`src/rtl/mac_pkg.sv`:
```
// Shared types and default widths for the multiply-accumulate block.
package mac_pkg;

  typedef enum logic [1:0] {
    IDLE = 2'd0,
    RUN  = 2'd1,
    DONE = 2'd2
  } mac_state_e;

  localparam int unsigned DATA_W_DEF = 4;
  localparam int unsigned CNT_W_DEF  = 4;
  localparam int unsigned ACC_W_DEF  = 2 * DATA_W_DEF + CNT_W_DEF;

endpackage

```
`src/rtl/mac_multiplier.sv`:
```
// Combinational unsigned multiplier shared by the accumulator datapath.
module mac_multiplier #(
  parameter int unsigned W = 4
) (
  input  logic [W-1:0]   A,
  input  logic [W-1:0]   B,
  output logic [2*W-1:0] M
);

  assign M = A * B;

endmodule

```
`src/rtl/mac_accumulator.sv`:
```
// Sums len unsigned products a*b, then holds the total until the consumer takes it.
module mac_accumulator
  import mac_pkg::*;
#(
  parameter int unsigned DATA_W = DATA_W_DEF,
  parameter int unsigned CNT_W  = CNT_W_DEF,
  parameter int unsigned ACC_W  = ACC_W_DEF
) (
  input  logic              clk,
  input  logic              rst_n,
  input  logic              start,
  input  logic [CNT_W-1:0]  len,
  input  logic              in_valid,
  output logic              in_ready,
  input  logic [DATA_W-1:0] a,
  input  logic [DATA_W-1:0] b,
  output logic              out_valid,
  input  logic              out_ready,
  output logic [ACC_W-1:0]  acc,
  output logic              busy
);

  mac_state_e          state_q, state_d;
  logic [CNT_W:0]      cnt_q, cnt_d;
  logic [ACC_W-1:0]    acc_q, acc_d;
  logic [2*DATA_W-1:0] prod;
  logic [CNT_W:0]      len_terms;

  mac_multiplier #(
    .W(DATA_W)
  ) u_mult (
    .A(a),
    .B(b),
    .M(prod)
  );

  // One extra counter bit so len=0 can stand for the full 2**CNT_W terms.
  assign len_terms = (len == '0) ? {1'b1, {CNT_W{1'b0}}} : {1'b0, len};

  always_comb begin
    state_d   = state_q;
    cnt_d     = cnt_q;
    acc_d     = acc_q;
    in_ready  = 1'b0;
    out_valid = 1'b0;
    unique case (state_q)
      IDLE: begin
        if (start) begin
          acc_d   = '0;
          cnt_d   = len_terms;
          state_d = RUN;
        end
      end
      RUN: begin
        in_ready = 1'b1;
        if (in_valid) begin
          acc_d = acc_q + ACC_W'(prod);
          cnt_d = cnt_q - (CNT_W+1)'(1);
          if (cnt_q == (CNT_W+1)'(1)) begin
            state_d = DONE;
          end
        end
      end
      DONE: begin
        out_valid = 1'b1;
        if (out_ready) begin
          state_d = IDLE;
        end
      end
      default: state_d = IDLE;
    endcase
  end

  always_ff @(posedge clk or negedge rst_n) begin
    if (!rst_n) begin
      state_q <= IDLE;
      cnt_q   <= '0;
      acc_q   <= '0;
    end else begin
      state_q <= state_d;
      cnt_q   <= cnt_d;
      acc_q   <= acc_d;
    end
  end

  assign acc  = acc_q;
  assign busy = (state_q != IDLE);

endmodule

```
`config.mk`:
```
export PLATFORM = sky130hd
export DESIGN_NAME = mac_accumulator
export DESIGN_NICKNAME = d
export VERILOG_FILES = /design/src/rtl/mac_pkg.sv /design/src/rtl/mac_multiplier.sv /design/src/rtl/mac_accumulator.sv
export SDC_FILE = /design/constraint.sdc
export NUM_CORES = 1
export LEC_CHECK = 0
export CORE_MARGIN = 2
export CORE_UTILIZATION = 40
export CTS_BUF_LIST = sky130_fd_sc_hd__clkbuf_4
export CTS_CLUSTER_DIAMETER = 50
export CTS_CLUSTER_SIZE = 30
export DETAILED_ROUTE_END_ITERATION = 6
export PLACE_DENSITY = 0.68
export SLEW_MARGIN = 20
export SYNTH_ARGS = -nofsm -noshare
export SYNTH_HDL_FRONTEND = slang
export SYNTH_SLANG_ARGS = --single-unit
```
`constraint.sdc`:
```
create_clock -name clk -period 2.2 [get_ports clk]
set_input_delay 0.44 -clock clk [delete_from_list [all_inputs] [get_ports clk]]
set_output_delay 0.44 -clock clk [all_outputs]
set_load 0.03 [all_outputs]
```
==> impl_metrics.tcl <==
set metrics [dict create \
    status "finished with violations" \
    failed_checks "negative setup slack" \
    ys_seq_elements 19 \
    antenna_left 0 \
    cp_cell_sequence "buf_8, nand2_4, fa_1, fa_2, fa_2, inv_2, ha_4, a21o_1, a21oi_2, a21oi_1, o211ai_1, mux2_2" \
    cp_slowest_cell "fa_1" \
    final.period_utilization 1.43 \
    cpPeakStageDelay_ps 550 \
    post-place-ws_ps -1750 \
    finalWorstPathRequiredPeriod_ps 3150 \
    placed_cells_incl_taps 281 \
    synthCells 183 \
    stdcell_count 289 \
    clk_latency_ps 290 \
    worstMarginPinSlew_ps 371 \
    grt-ovfl-total 0 \
    switchingPower_mw 1.23 \
    arrival_ps 3340 \
    grt_start_max_net_pins 20 \
    crit_start "b[3]" \
    start_util 0.417 \
    vias 1420 \
    wl_um 3580 \
    cts_buffer_depth 2 \
    detail_route.wl_per_cell_um 12.4 \
    fmaxAchievable_mhz 317 \
    synth.avg_cell_area_um2 9.11 \
    die_h_um 68.6 \
    finalWorstSetupSlack_ps -954 \
    reg2reg_from "acc[2]" \
    vias_per_cell 4.91 \
    cts_buffers 3 \
    track_usage 0.174 \
    core_mm2 0.00400 \
    drv_slew 0 \
    drt_iter0_drc 75 \
    max_cap_violations 0 \
    netlist_area_mm2 0.00167 \
    cts_htree_levels 1 \
    power.share.clock 0.067 \
    fp.dieArea_mm2 0.00470 \
    drive_gt1_frac 0.276 \
    crit_path_max_fanout 3 \
    cts_hold_buf 0 \
    setup_viol 10 \
    total_power_mw 2.78 \
    syn_nets 229 \
    antenna_found_initial 0 \
    end_kind "register" \
    power_density_mw_per_mm2 1160 \
    grt_pass1_wl_um 6150 \
    final_cell_mix "clkdlybuf4s50_1 (22), inv_1 (21), buf_4 (20)" \
    rsz0062_at_grt "yes" \
    drtPass1Iterations 4 \
    ys_seq_area_frac 0.285 \
    crit_type "input pin to register" \
    grt_pass1_vias 1402 \
    maxSlewHeadroom 0.753 \
    holdWs_ps 466 \
    final_common_cell "clkdlybuf4s50_1" \
    p_sw_frac 0.443 \
    clkSlewWorstSetupHoldPaths_ps 100 \
    combPwrFrac 0.721 \
    synthDistinctLibCells 38 \
    die_w_um 68.6 \
    final_util 0.600 \
    p_int_mw 1.55 \
    io_pins 32 \
    r2r_cells 7 \
    yosys_warnings 0 \
    drcViolationCount 0 \
    nets 286 \
    start_kind "input pin" \
    diodes 0 \
    worst_hold_path_type "input pin to async pin" \
    p_leak_nw 1.17 \
    clock_skew_ps 3.48 \
    timing.final.hold_violations 0 \
    clockRootBuffer "clkbuf_4" \
    place_hpwl_um 2810 \
    syn2layout_area_growth_pct 44.0 \
    fp-row-count 23 \
    seqPwrFrac 0.212 \
    crit_top_cell "fa_2" \
    peakVddDrop_v 0.000734 \
    portBuffers 31 \
    required_ps 2390 \
    clkSinkCount 19 \
    routabilityCongestion 0.843 \
    cts_tree "done" \
]
[timing repair]
action | CTS | global route
gates cloned | 0 | 0
setup endpoints to repair | 10 | 11
pin swaps | 22 | 20
resized for setup | 59 | 4
endpoints found under the hold margin | 0 | 0
setup buffers | 1 | 3
[synth_stat cells]
| library cell | n | area (µm²) |
|---|---|---|
| a22o_1 | 5 | 43.8 |
| and2_1 | 13 | 81.3 |
| a21o_1 | 5 | 37.5 |
| or3_1 | 1 | 6.26 |
| o2bb2ai_1 | 1 | 8.76 |
| nor2_4 | 1 | 11.3 |
| a31o_1 | 1 | 8.76 |
| nor4_1 | 1 | 6.26 |
| buf_6 | 1 | 11.3 |
| dfrtp_1 | 19 | 475 |
| o21ai_0 | 10 | 50.1 |
| a22oi_1 | 1 | 7.51 |
| ha_1 | 20 | 250 |
| inv_1 | 25 | 93.8 |
| nand3_1 | 7 | 35.0 |
| nor2b_1 | 2 | 12.5 |
| inv_2 | 1 | 3.75 |
| nand2_1 | 13 | 48.8 |
| nor2_1 | 9 | 33.8 |
| nand4_1 | 2 | 12.5 |
| xnor2_1 | 3 | 26.3 |
| a21oi_1 | 9 | 45.0 |
| buf_2 | 1 | 5.00 |
| a211oi_1 | 2 | 15.0 |
| or2_0 | 1 | 6.26 |
| mux2_2 | 1 | 11.3 |
| nor2_2 | 1 | 6.26 |
| mux2i_1 | 1 | 10.0 |
| o31ai_1 | 1 | 7.51 |
| xor2_1 | 4 | 35.0 |
| and3_1 | 1 | 6.26 |
| nand2b_1 | 1 | 6.26 |
| nor3_1 | 2 | 10.0 |
| o211ai_1 | 4 | 30.0 |
| clkbuf_1 | 1 | 3.75 |
| a21oi_2 | 2 | 17.5 |
| fa_1 | 9 | 180 |
| or2_1 | 1 | 6.26 |
[metrics by stage]
step           TNS [ps]  cell area, µm²
2_1_floorplan     -6410            1760
3_3_place_gp     -14390            2260
3_5_place_dp     -14580            2260
4_1_cts           -6250            2360
5_1_grt           -6760            2400
6_report          -6050            2400
[power by group through the flow]
stage | combinational, mW | sequential (mW) | clock (mW)
after floorplan | 1.13 | 0.744 | 0
final | 2.00 | 0.590 | 0.186
after detailed placement | 1.86 | 0.599 | 0
after global placement | 1.85 | 0.597 | 0
after CTS | 1.93 | 0.591 | 0.195
after global routing | 2.23 | 0.609 | 0.208
[critical path: cells and delay by family]
family	cells	cell delay [ps]
multiplexers	1	360
AND/OR/NAND/NOR	1	50
adder cells (fa/ha/maj)	4	1680
buffers and inverters	2	130
AO/OA/AOI/OAI	4	690
[per-layer routing]
layer,up-vias,part of all wire,track usage
li1,733,-,-
met1,662,0.49,0.252
met2,23,0.47,0.269
met3,2,0.033,0.0357
met4,0,0.0075,0.0325
met5,-,0,0
[worst paths after layout]
| check | endpoint | slack (ps) |
|---|---|---|
| max reg2reg | acc[10] | -210 |
| max | acc[10] | -950 |
| min reg2reg | cnt_q[4] | 540 |
| min | cnt_q[0] | 470 |
| max in group asynchronous | acc[10] | 1530 |
| min in group clk | cnt_q[4] | 540 |
[area by class of cell]
cell class              instances  area [µm²]
fillers                       352        1600
multi-input cells             135        1210
repair buffers                 55         527
flip-flops and latches         19         475
inverters                      26        97.6
well taps                      50        62.6
clock buffers                   4        30.0
[kinds of logic (layout without fill, tap and decap cells)]
kind of cell             count (synthesis)  in the layout  share of synthesized area
AND/OR/NAND/NOR                         56             56                      0.173
AO/OA/AOI/OAI                           41             41                      0.163
adder cells (fa/ha/maj)                 29             29                      0.258
buffers and inverters                   29             85                     0.0706
flip-flops                              19             19                      0.285
XOR/XNOR                                 7              7                     0.0368
multiplexers                             2              2                     0.0128
[registers in the layout, summed over array words and instances, names as in the netlist]
| name | flops |
|---|---|
| acc | 12 |
| cnt_q | 5 |
| state_q | 2 |
(Power assumes the default switching activity.)
